===== src/rtl/burst_channel.sv =====
// rtl/burst_channel.sv - burst-error channel between convolutional encoder and Viterbi decoder
// Registers each 2-bit symbol and injects at most one LFSR-placed burst per window.
module burst_channel #(
  parameter int unsigned W_LOG2 = 5,
  parameter logic [15:0] SEED   = 16'hACE1
) (
  input  logic        clk,
  input  logic        rst,
  input  logic        valid_i,
  input  logic [1:0]  d_i,
  input  logic        cfg_en,
  input  logic [8:0]  cfg_thresh,
  input  logic [3:0]  cfg_len,
  input  logic [1:0]  cfg_sel,
  input  logic        clr_stats_i,
  output logic        valid_o,
  output logic [1:0]  d_o,
  output logic [1:0]  err_mask_o,
  output logic [15:0] burst_ct_o,
  output logic [15:0] flip_ct_o
);

  localparam logic [W_LOG2:0]   WIN_V   = {1'b1, {W_LOG2{1'b0}}};
  localparam logic [W_LOG2-1:0] WIN_ONE = {{(W_LOG2-1){1'b0}}, 1'b1};

  typedef enum logic [1:0] {IDLE, ARMED, BURST} state_t;

  state_t            state_q, state_d;
  logic [W_LOG2-1:0] win_q;
  logic [W_LOG2-1:0] start_q, start_d;
  logic [15:0]       lfsr_q;
  logic              lfsr_fb;
  logic [3:0]        len_q;
  logic [1:0]        sel_q;
  logic [3:0]        rem_q, rem_d;
  logic              win_start;
  logic              arm;
  logic              first;
  logic [1:0]        mask;
  logic [1:0]        pop;
  logic [16:0]       flip_sum;
  logic [W_LOG2:0]   raw_start, max_start;

  assign win_start = valid_i && (win_q == '0);
  assign lfsr_fb   = lfsr_q[15] ^ lfsr_q[13] ^ lfsr_q[12] ^ lfsr_q[10];
  assign arm       = cfg_en && (cfg_len != 4'd0) && (cfg_sel != 2'b00)
                     && ({1'b0, lfsr_q[7:0]} < cfg_thresh);

  // Clamp keeps the whole burst inside the current window.
  assign raw_start = {1'b0, lfsr_q[15 -: W_LOG2]};
  assign max_start = WIN_V - {{(W_LOG2-3){1'b0}}, cfg_len};
  assign start_d   = (raw_start > max_start) ? max_start[W_LOG2-1:0]
                                             : raw_start[W_LOG2-1:0];

  assign pop      = {1'b0, mask[1]} + {1'b0, mask[0]};
  assign flip_sum = {1'b0, flip_ct_o} + {15'd0, pop};

  always_comb begin
    state_d = state_q;
    rem_d   = rem_q;
    first   = 1'b0;
    mask    = 2'b00;
    case (state_q)
      IDLE: begin
        if (win_start && arm) begin
          if (start_d == '0) begin
            first   = 1'b1;
            mask    = cfg_sel;
            rem_d   = cfg_len - 4'd1;
            state_d = (cfg_len == 4'd1) ? IDLE : BURST;
          end else begin
            state_d = ARMED;
          end
        end
      end
      ARMED: begin
        if (valid_i && (win_q == start_q)) begin
          first   = 1'b1;
          mask    = sel_q;
          rem_d   = len_q - 4'd1;
          state_d = (len_q == 4'd1) ? IDLE : BURST;
        end
      end
      BURST: begin
        if (valid_i) begin
          mask  = sel_q;
          rem_d = rem_q - 4'd1;
          if (rem_q == 4'd1) state_d = IDLE;
        end
      end
      default: state_d = IDLE;
    endcase
  end

  always_ff @(posedge clk or negedge rst) begin
    if (!rst) begin
      state_q    <= IDLE;
      rem_q      <= 4'd0;
      win_q      <= '0;
      start_q    <= '0;
      len_q      <= 4'd0;
      sel_q      <= 2'b00;
      lfsr_q     <= SEED;
      valid_o    <= 1'b0;
      d_o        <= 2'b00;
      err_mask_o <= 2'b00;
      burst_ct_o <= 16'd0;
      flip_ct_o  <= 16'd0;
    end else begin
      state_q    <= state_d;
      rem_q      <= rem_d;
      valid_o    <= valid_i;
      err_mask_o <= mask;
      if (valid_i) begin
        win_q <= win_q + WIN_ONE;
        d_o   <= d_i ^ mask;
      end
      if (win_start) begin
        lfsr_q  <= {lfsr_q[14:0], lfsr_fb};
        start_q <= start_d;
        len_q   <= cfg_len;
        sel_q   <= cfg_sel;
      end
      if (clr_stats_i) begin
        burst_ct_o <= 16'd0;
        flip_ct_o  <= 16'd0;
      end else begin
        if (first && (burst_ct_o != 16'hFFFF)) burst_ct_o <= burst_ct_o + 16'd1;
        flip_ct_o <= flip_sum[16] ? 16'hFFFF : flip_sum[15:0];
      end
    end
  end

endmodule


===== config.mk =====
export PLATFORM = sky130hd
export DESIGN_NAME = burst_channel
export DESIGN_NICKNAME = d
export VERILOG_FILES = /design/src/rtl/burst_channel.sv
export SDC_FILE = /design/constraint.sdc
export NUM_CORES = 1
export LEC_CHECK = 0
export BUFFER_PORTS_ARGS = -buffer_cell sky130_fd_sc_hd__buf_4
export CORE_MARGIN = 4
export CORE_UTILIZATION = 47
export CTS_BUF_LIST = sky130_fd_sc_hd__clkbuf_8
export DETAILED_ROUTE_END_ITERATION = 8
export PLACE_DENSITY = 0.65
export SKIP_CTS_REPAIR_TIMING = 1
export SKIP_LAST_GASP = 1
export SLEW_MARGIN = 40
export SYNTH_ARGS = -nofsm -noshare
export SYNTH_HDL_FRONTEND = slang
export SYNTH_SLANG_ARGS = --single-unit

===== constraint.sdc =====
create_clock -name clk -period 4.59 [get_ports clk]
set_clock_uncertainty 0.15 [all_clocks]
set_input_delay 0.2295 -clock clk [delete_from_list [all_inputs] [get_ports clk]]
set_output_delay 0.2295 -clock clk [all_outputs]
set_load 0.05 [all_outputs]

==> results of run 1 <==
==> kinds of logic (layout without fill, tap and decap cells) <==
| logic type | count (synthesis) | count (layout) |
|---|---|---|
| compound gates | 80 | 80 |
| flops | 75 | 75 |
| fa+ha+maj | 27 | 27 |
| buf+inv | 51 | 118 |
| xor+xnor | 36 | 36 |
| mux | 12 | 12 |
| simple gates | 181 | 181 |
==> per-stage QoR <==
step | hold slack (ns) | total power [mW] | utilization | std cells | setup slack (ns)
finish | -0.0193 | 2.13 | 0.573 | 637 | 0.459
global route | 0.0116 | 2.29 | 0.573 | 637 | 0.109
detailed placement | 0.158 | 1.68 | 0.547 | 615 | 0.345
floorplan | -0.216 | 1.47 | - | 462 | 0.481
global placement | 0.291 | 1.67 | 0.546 | 615 | 0.458
CTS | -0.226 | 2.15 | 0.566 | 631 | 0.427
==> state kept, by name, indices dropped and copies added, names as in the netlist <==
register    flops
d_o             2
valid_o         1
len_q           4
rem_q           4
lfsr_q         16
sel_q           2
state_q         2
err_mask_o      2
burst_ct_o     16
flip_ct_o      16
start_q         5
win_q           5
==> worst max-delay path, stage by stage (launching register included) <==
cell,delay (ns)
sky130_fd_sc_hd__dfstp_2,0.56
sky130_fd_sc_hd__ha_1,0.23
sky130_fd_sc_hd__and4b_1,0.25
sky130_fd_sc_hd__and3_1,0.19
sky130_fd_sc_hd__a211oi_1,0.22
sky130_fd_sc_hd__buf_4,0.17
sky130_fd_sc_hd__nand4b_1,0.10
sky130_fd_sc_hd__a21oi_1,0.28
sky130_fd_sc_hd__inv_1,0.10
sky130_fd_sc_hd__fa_1,0.41
sky130_fd_sc_hd__inv_1,0.07
sky130_fd_sc_hd__ha_1,0.19
sky130_fd_sc_hd__and4_1,0.34
sky130_fd_sc_hd__nand3_1,0.14
sky130_fd_sc_hd__or2_2,0.44
sky130_fd_sc_hd__o21a_1,0.15
sky130_fd_sc_hd__nor2_1,0.07
==> worst min path at each step <==
stage                    start                          to  depth (start not counted)
global placement           rst  burst_ct_o[14]$_DFFE_PN0P_                          1
detailed placement         rst  burst_ct_o[14]$_DFFE_PN0P_                          1
CTS                        rst  burst_ct_o[14]$_DFFE_PN0P_                          1
floorplan                  rst   burst_ct_o[0]$_DFFE_PN0P_                          0
global route        cfg_len[2]        len_q[2]$_DFFE_PN0P_                          3
finish              cfg_len[2]        len_q[2]$_DFFE_PN0P_                          3
==> power breakdown <==
part / switching, mW / total (mW) / leakage [nW] / internal, mW
clock: 0.239 / 0.458 / 0.101 / 0.219
combinational: 0.399 / 0.715 / 1.34 / 0.316
sequential: 0.147 / 0.957 / 0.974 / 0.810
==> routing by layer <==
layer / vias up / part of all wire
met2: 56 / 0.48
met3: 14 / 0.038
met4: 0 / 0.016
li1: 1699 / -
met1: 1660 / 0.46
met5: - / 0
==> cell type report <==
class,instances,area [um^2],share of cell area
inverter,33,124,0.0247
timing repair buffer,69,537,0.107
tap,108,135,0.0269
multi-input combinational,336,2170,0.431
clock inverter,5,22.5,0.00448
sequential,75,1890,0.376
clock buffer,11,151,0.0301
==> cell usage in the layout (no fill, tap or decap), types with 8 or more instances in the layout <==
master                     count
sky130_fd_sc_hd__nand3_1      18
sky130_fd_sc_hd__a21oi_1      35
sky130_fd_sc_hd__ha_1         26
sky130_fd_sc_hd__nand4_1       9
sky130_fd_sc_hd__o21ai_0      18
sky130_fd_sc_hd__dfrtp_1      67
sky130_fd_sc_hd__dfstp_2       8
sky130_fd_sc_hd__clkbuf_8     11
sky130_fd_sc_hd__nor2_1       24
sky130_fd_sc_hd__buf_4        62
sky130_fd_sc_hd__inv_1        37
sky130_fd_sc_hd__xor2_1       17
sky130_fd_sc_hd__xnor2_1      19
sky130_fd_sc_hd__nand2_1      86
==> results_dict.tcl, run 1 <==
set metrics [dict create \
    result_of_the_run "finished with violations" \
    failing_checks "negative hold slack" \
    drt_wl_total_um 9280 \
    ys_async_rst_share 1.00 \
    met1_resource_use_gr 0.234 \
    via_per_inst 5.38 \
    grt_antenna_before_repair 0 \
    timing.critical_path.fanout_max 13 \
    syn-mean-instance-area_um2 9.18 \
    initialDrtViolationCount 88 \
    startpoint_type "register" \
    die_width_um 103 \
    design.portCount 59 \
    critical_path.startpoint "lfsr_q[7]$_DFFE_PN1P_" \
    timing.final.setup_violations 0 \
    post_synth_fa_ha_maj_area_fraction 0.0814 \
    synth.yosys.warnings 0 \
    grt_pass1_wl_um 15400 \
    synth_seq_cells 75 \
    cts_root_buf "sky130_fd_sc_hd__clkbuf_8" \
    area_delta_synth_final_pct 18.4 \
    core.rowCount 34 \
    timing.hold.worst.class "input port to register" \
    synthDominantAreaCellType "sky130_fd_sc_hd__dfrtp_1" \
    grt_util_met2 0.306 \
    synth_edf_count 0 \
    insertedDiodeCount 0 \
    critical_path_class "register to register" \
    post_route_cells_drive_above_1_share 0.185 \
    critPathRequiredTime_ns 4.72 \
    maximum_number_of_pins_on_one_net_before_global_route_repair 76 \
    post-synth-top-count-cell "sky130_fd_sc_hd__nand2_1" \
    powerDensity_nw_per_um2 424 \
    place.detailed.hpwl_um 6690 \
    cts_max_level 3 \
    die-area_um2 10600 \
    slew_headroom 0.551 \
    detailedRoute.firstPassIterationCount 4 \
    post-route-min-period_ns 4.13 \
    combinational_family_with_the_most_area_after_synthesis "simple AND/OR/NAND/NOR gates" \
    arrival_ns 4.26 \
    route.vias.total 3429 \
    synth_simple_gate_area_share 0.204 \
    start_util 0.484 \
    area_of_the_core_um2 8760 \
    final.fill_count 805 \
    endpoint_kind "register" \
    netlist.area_leader.share 0.395 \
    synth_common_cells "86 x sky130_fd_sc_hd__nand2_1, 67 x sky130_fd_sc_hd__dfrtp_1, 35 x sky130_fd_sc_hd__a21oi_1" \
    globalRoute.busiestLayer "met2" \
    clkTransAtPathRegs_ns 0.08 \
    clock_sinks 75 \
    muxShareOfSynthArea 0.0304 \
    globalplace.congestion 0.824 \
    clock_latency_on_the_worst_skew_pair_ns 0.34 \
    postSynth.topFlopCell "sky130_fd_sc_hd__dfrtp_1" \
    setup_repair_after_global_routing_missed_its_margin "no" \
    period_share 0.900 \
    netlist_area_um2 4240 \
    worst_slew_pin_slew_ns 0.674 \
    global_route.usage.met3 0.0386 \
    layout.nets 573 \
    synthTopCellsByArea "sky130_fd_sc_hd__dfrtp_1 40%, sky130_fd_sc_hd__ha_1 7.7%, sky130_fd_sc_hd__nand2_1 7.6%, sky130_fd_sc_hd__dfstp_2 5.0%, sky130_fd_sc_hd__a21oi_1 4.1%" \
    r2r-start "lfsr_q[7]$_DFFE_PN1P_" \
    grt_pass1_vias 3377 \
    routed_wire_length_per_instance_um 14.6 \
    synth_xor_xnor_area_share 0.0743 \
    yosysSeqAreaShare 0.445 \
    cts_inserted_buffers 9 \
    power.static_leakage_nw 2.41 \
    tritoncts "yes" \
    postPlaceCellArea_um2 4790 \
    drc 0 \
    peakVddDrop_mv 0.228 \
    grt-ovfl-total 0 \
    floorplan.die.height_um 103 \
    achievable_clock_frequency_ghz 0.242 \
    finalHoldViolations 1 \
    r2r_slack_ns 0.46 \
    final_cell_area_um2 5020 \
    port-buffer-count 58 \
    endpoint "flip_ct_o[11]$_DFF_PN0_" \
    yosysUniqueCellTypes 52 \
    grt_util_all_layers 0.182 \
    worstRegToRegCells 16 \
    timing.hold.ws_ns -0.0193 \
    drt.antenna.violating_nets 0 \
    timing.final.max_slew_violations 0 \
    setup_tns_ns 0 \
    synthesis.instances 462 \
    worst_r2r_endpoint "flip_ct_o[11]$_DFF_PN0_" \
    drv.max_cap_violation_count 0 \
    synth_compound_area_frac 0.119 \
    synth.net_count 511 \
    cts_buffer_depth 2 \
]
(Power assumes the default switching activity.)
==> run 2, diff against run 1 <==
==> constraint.sdc (replaced) <==
create_clock -name clk -period 4.59 [get_ports clk]
set_clock_uncertainty 0.15 [all_clocks]
set_input_delay 0.918 -clock clk [delete_from_list [all_inputs] [get_ports clk]]
set_output_delay 0.918 -clock clk [all_outputs]
set_load 0.05 [all_outputs]
==> run 2 against run 1 <==
  * Wire length shrank 1.1%
  * Clock power rose by 38%
  * Critical endpoint unchanged
  * The flow now finishes without violations
  * Setup slack got worse by 0.032 ns
  * Hold slack better by 0.34 ns
  * Die area did not move
  * Global-route usage is essentially flat
  * Register-to-register slack improved by 0.33 ns
  * Sequential share of layout area fell by 0.57 points
  * Total power increased by 8.6%
  * Critical path depth grew 2
==> results_dict.tcl, run 2 (synthesized netlist as in run 1, its figures left out) <==
set metrics [dict create \
    post_route_cells_drive_above_1_share 0.209 \
    clock_latency_on_the_worst_skew_pair_ns 0.35 \
    layout.nets 574 \
    worst_slew_pin_slew_ns 0.677 \
    p_total_mw 2.31 \
    endpoint "flip_ct_o[11]$_DFF_PN0_" \
    via_per_inst 5.34 \
    cts_inserted_buffers 9 \
    globalplace.congestion 0.851 \
    port-buffer-count 58 \
    timing.final.max_slew_violations 0 \
    tritoncts "yes" \
    die-area_um2 10600 \
    timing.critical_path.fanout_max 13 \
    r2r_slack_ns 0.79 \
    endpoint_kind "register" \
    timing.hold.worst.class "register to register" \
    layout.core_utilization 0.582 \
    startpoint_type "input port" \
    cts_max_level 3 \
    grt_antenna_before_repair 0 \
    setup_repair_after_global_routing_missed_its_margin "no" \
    top_regs "burst_ct_o (16), flip_ct_o (16), lfsr_q (16)" \
    critical_path.startpoint "cfg_len[1]" \
    initialDrtViolationCount 120 \
    result_of_the_run "finished, final reports clean" \
    timing.critical_path.slowest_stage_cell "sky130_fd_sc_hd__or4_1" \
    floorplan.die.height_um 103 \
    cts_root_buf "sky130_fd_sc_hd__clkbuf_8" \
    setup_slack_ns 0.428 \
    critPathMaxStageDelay_ns 0.58 \
    placement_setup_slack_ns 0.0257 \
    setup_tns_ns 0 \
    critical_path_cell_count 18 \
    critPathTopFamily "simple AND/OR/NAND/NOR gates" \
    grt_util_all_layers 0.183 \
    detailedRoute.firstPassIterationCount 4 \
    slew_headroom 0.548 \
    r2r-start "lfsr_q[7]$_DFFE_PN1P_" \
    worstRegToRegCells 16 \
    period_share 0.907 \
    layout.cells.most_common "sky130_fd_sc_hd__nand2_1" \
    arrival_ns 4.30 \
    start_util 0.484 \
    peakVddDrop_mv 0.292 \
    routed_wire_length_per_instance_um 14.4 \
    design.portCount 59 \
    clkTransAtPathRegs_ns 0.09 \
    route.vias.total 3410 \
    worst_r2r_endpoint "flip_ct_o[11]$_DFF_PN0_" \
    grt-ovfl-total 0 \
    maximum_number_of_pins_on_one_net_before_global_route_repair 76 \
    place.detailed.hpwl_um 6610 \
    area_of_the_core_um2 8760 \
    most-common-layout-cells "86 x sky130_fd_sc_hd__nand2_1, 69 x sky130_fd_sc_hd__buf_4, 67 x sky130_fd_sc_hd__dfrtp_1, 33 x sky130_fd_sc_hd__inv_1, 33 x sky130_fd_sc_hd__a21oi_1" \
    drv.max_cap_violation_count 0 \
    powerDensity_nw_per_um2 453 \
    drt.antenna.violating_nets 0 \
    core.rowCount 34 \
    drc 0 \
    critical_path_class "input port to register" \
    grt_pass1_wl_um 15300 \
    timing.hold.ws_ns 0.320 \
    achievable_clock_frequency_ghz 0.240 \
    critPathRequiredTime_ns 4.73 \
    power.static_leakage_nw 2.45 \
    grt_pass1_vias 3276 \
    clock_sinks 75 \
    cts_buffer_depth 2 \
    worst_path_cell_chain "buf_4 -> or4_1 -> nand2_1 -> ha_1 -> nand3_1 -> o21bai_1 -> a31oi_1 -> nand4b_1 -> a21oi_2 -> inv_1 -> fa_1 -> inv_1 -> ha_1 -> and4_1 -> nand3_1 -> or2_4 -> o21a_1 -> nor2_1" \
    worstPathBufferInverterCount 3 \
    die_width_um 103 \
    area_delta_synth_final_pct 20.2 \
    timing.final.setup_violations 0 \
    drt_wl_total_um 9180 \
    post-route-min-period_ns 4.16 \
    insertedDiodeCount 0 \
    finalHoldViolations 0 \
]
==> run 2: area by class of cell <==
cell class | instances | area [um^2]
clock buffer | 10 | 138
sequential | 75 | 1890
fill | 816 | 3660
tap | 108 | 135
timing repair buffer | 70 | 529
clock inverter | 6 | 111
inverter | 33 | 124
multi-input combinational | 336 | 2180
==> run 2: how the worst min path moves through the flow <==
stage	start	to	slack [ns]	depth (start not counted)
after floorplan	sel_q[0]$_DFFE_PN0P_	sel_q[0]$_DFFE_PN0P_	0.29	2
after global placement	lfsr_q[8]$_DFFE_PN0P_	lfsr_q[9]$_DFFE_PN0P_	0.30	2
after detailed placement	sel_q[0]$_DFFE_PN0P_	sel_q[0]$_DFFE_PN0P_	0.30	2
after CTS	sel_q[0]$_DFFE_PN0P_	sel_q[0]$_DFFE_PN0P_	0.32	2
after global routing	sel_q[0]$_DFFE_PN0P_	sel_q[0]$_DFFE_PN0P_	0.33	2
final	sel_q[0]$_DFFE_PN0P_	sel_q[0]$_DFFE_PN0P_	0.32	2
==> run 2: power breakdown <==
| group | leakage (nW) | total [mW] | internal, mW | switching [mW] |
|---|---|---|---|---|
| sequential | 0.974 | 0.950 | 0.809 | 0.141 |
| clock | 0.123 | 0.631 | 0.377 | 0.254 |
| combinational | 1.35 | 0.731 | 0.321 | 0.409 |
==> run 2: metrics by stage <==
step,cell area [um^2],cells
floorplan,4260,462
global placement,4850,622
detailed placement,4850,622
CTS,5100,638
global route,5100,638
finish,5100,638
==> run 2: worst register-to-register path, stage by stage, from the launching register on <==
cell	delay, ns
sky130_fd_sc_hd__dfstp_2	0.55
sky130_fd_sc_hd__ha_1	0.24
sky130_fd_sc_hd__and4b_1	0.26
sky130_fd_sc_hd__and3_1	0.20
sky130_fd_sc_hd__a211oi_1	0.27
sky130_fd_sc_hd__buf_4	0.18
sky130_fd_sc_hd__nand4b_1	0.11
sky130_fd_sc_hd__a21oi_2	0.16
sky130_fd_sc_hd__inv_1	0.07
sky130_fd_sc_hd__fa_1	0.42
sky130_fd_sc_hd__inv_1	0.07
sky130_fd_sc_hd__ha_1	0.18
sky130_fd_sc_hd__and4_1	0.22
sky130_fd_sc_hd__nand3_1	0.11
sky130_fd_sc_hd__or2_4	0.34
sky130_fd_sc_hd__o21a_1	0.12
sky130_fd_sc_hd__nor2_1	0.07
==> run 2: routing by layer <==
metal	up-vias	track usage	wire, um
met4	0	0.0598	166
met3	11	0.0440	525
met1	1618	0.246	4320
met2	77	0.290	4160
met5	-	0	0
li1	1704	-	-
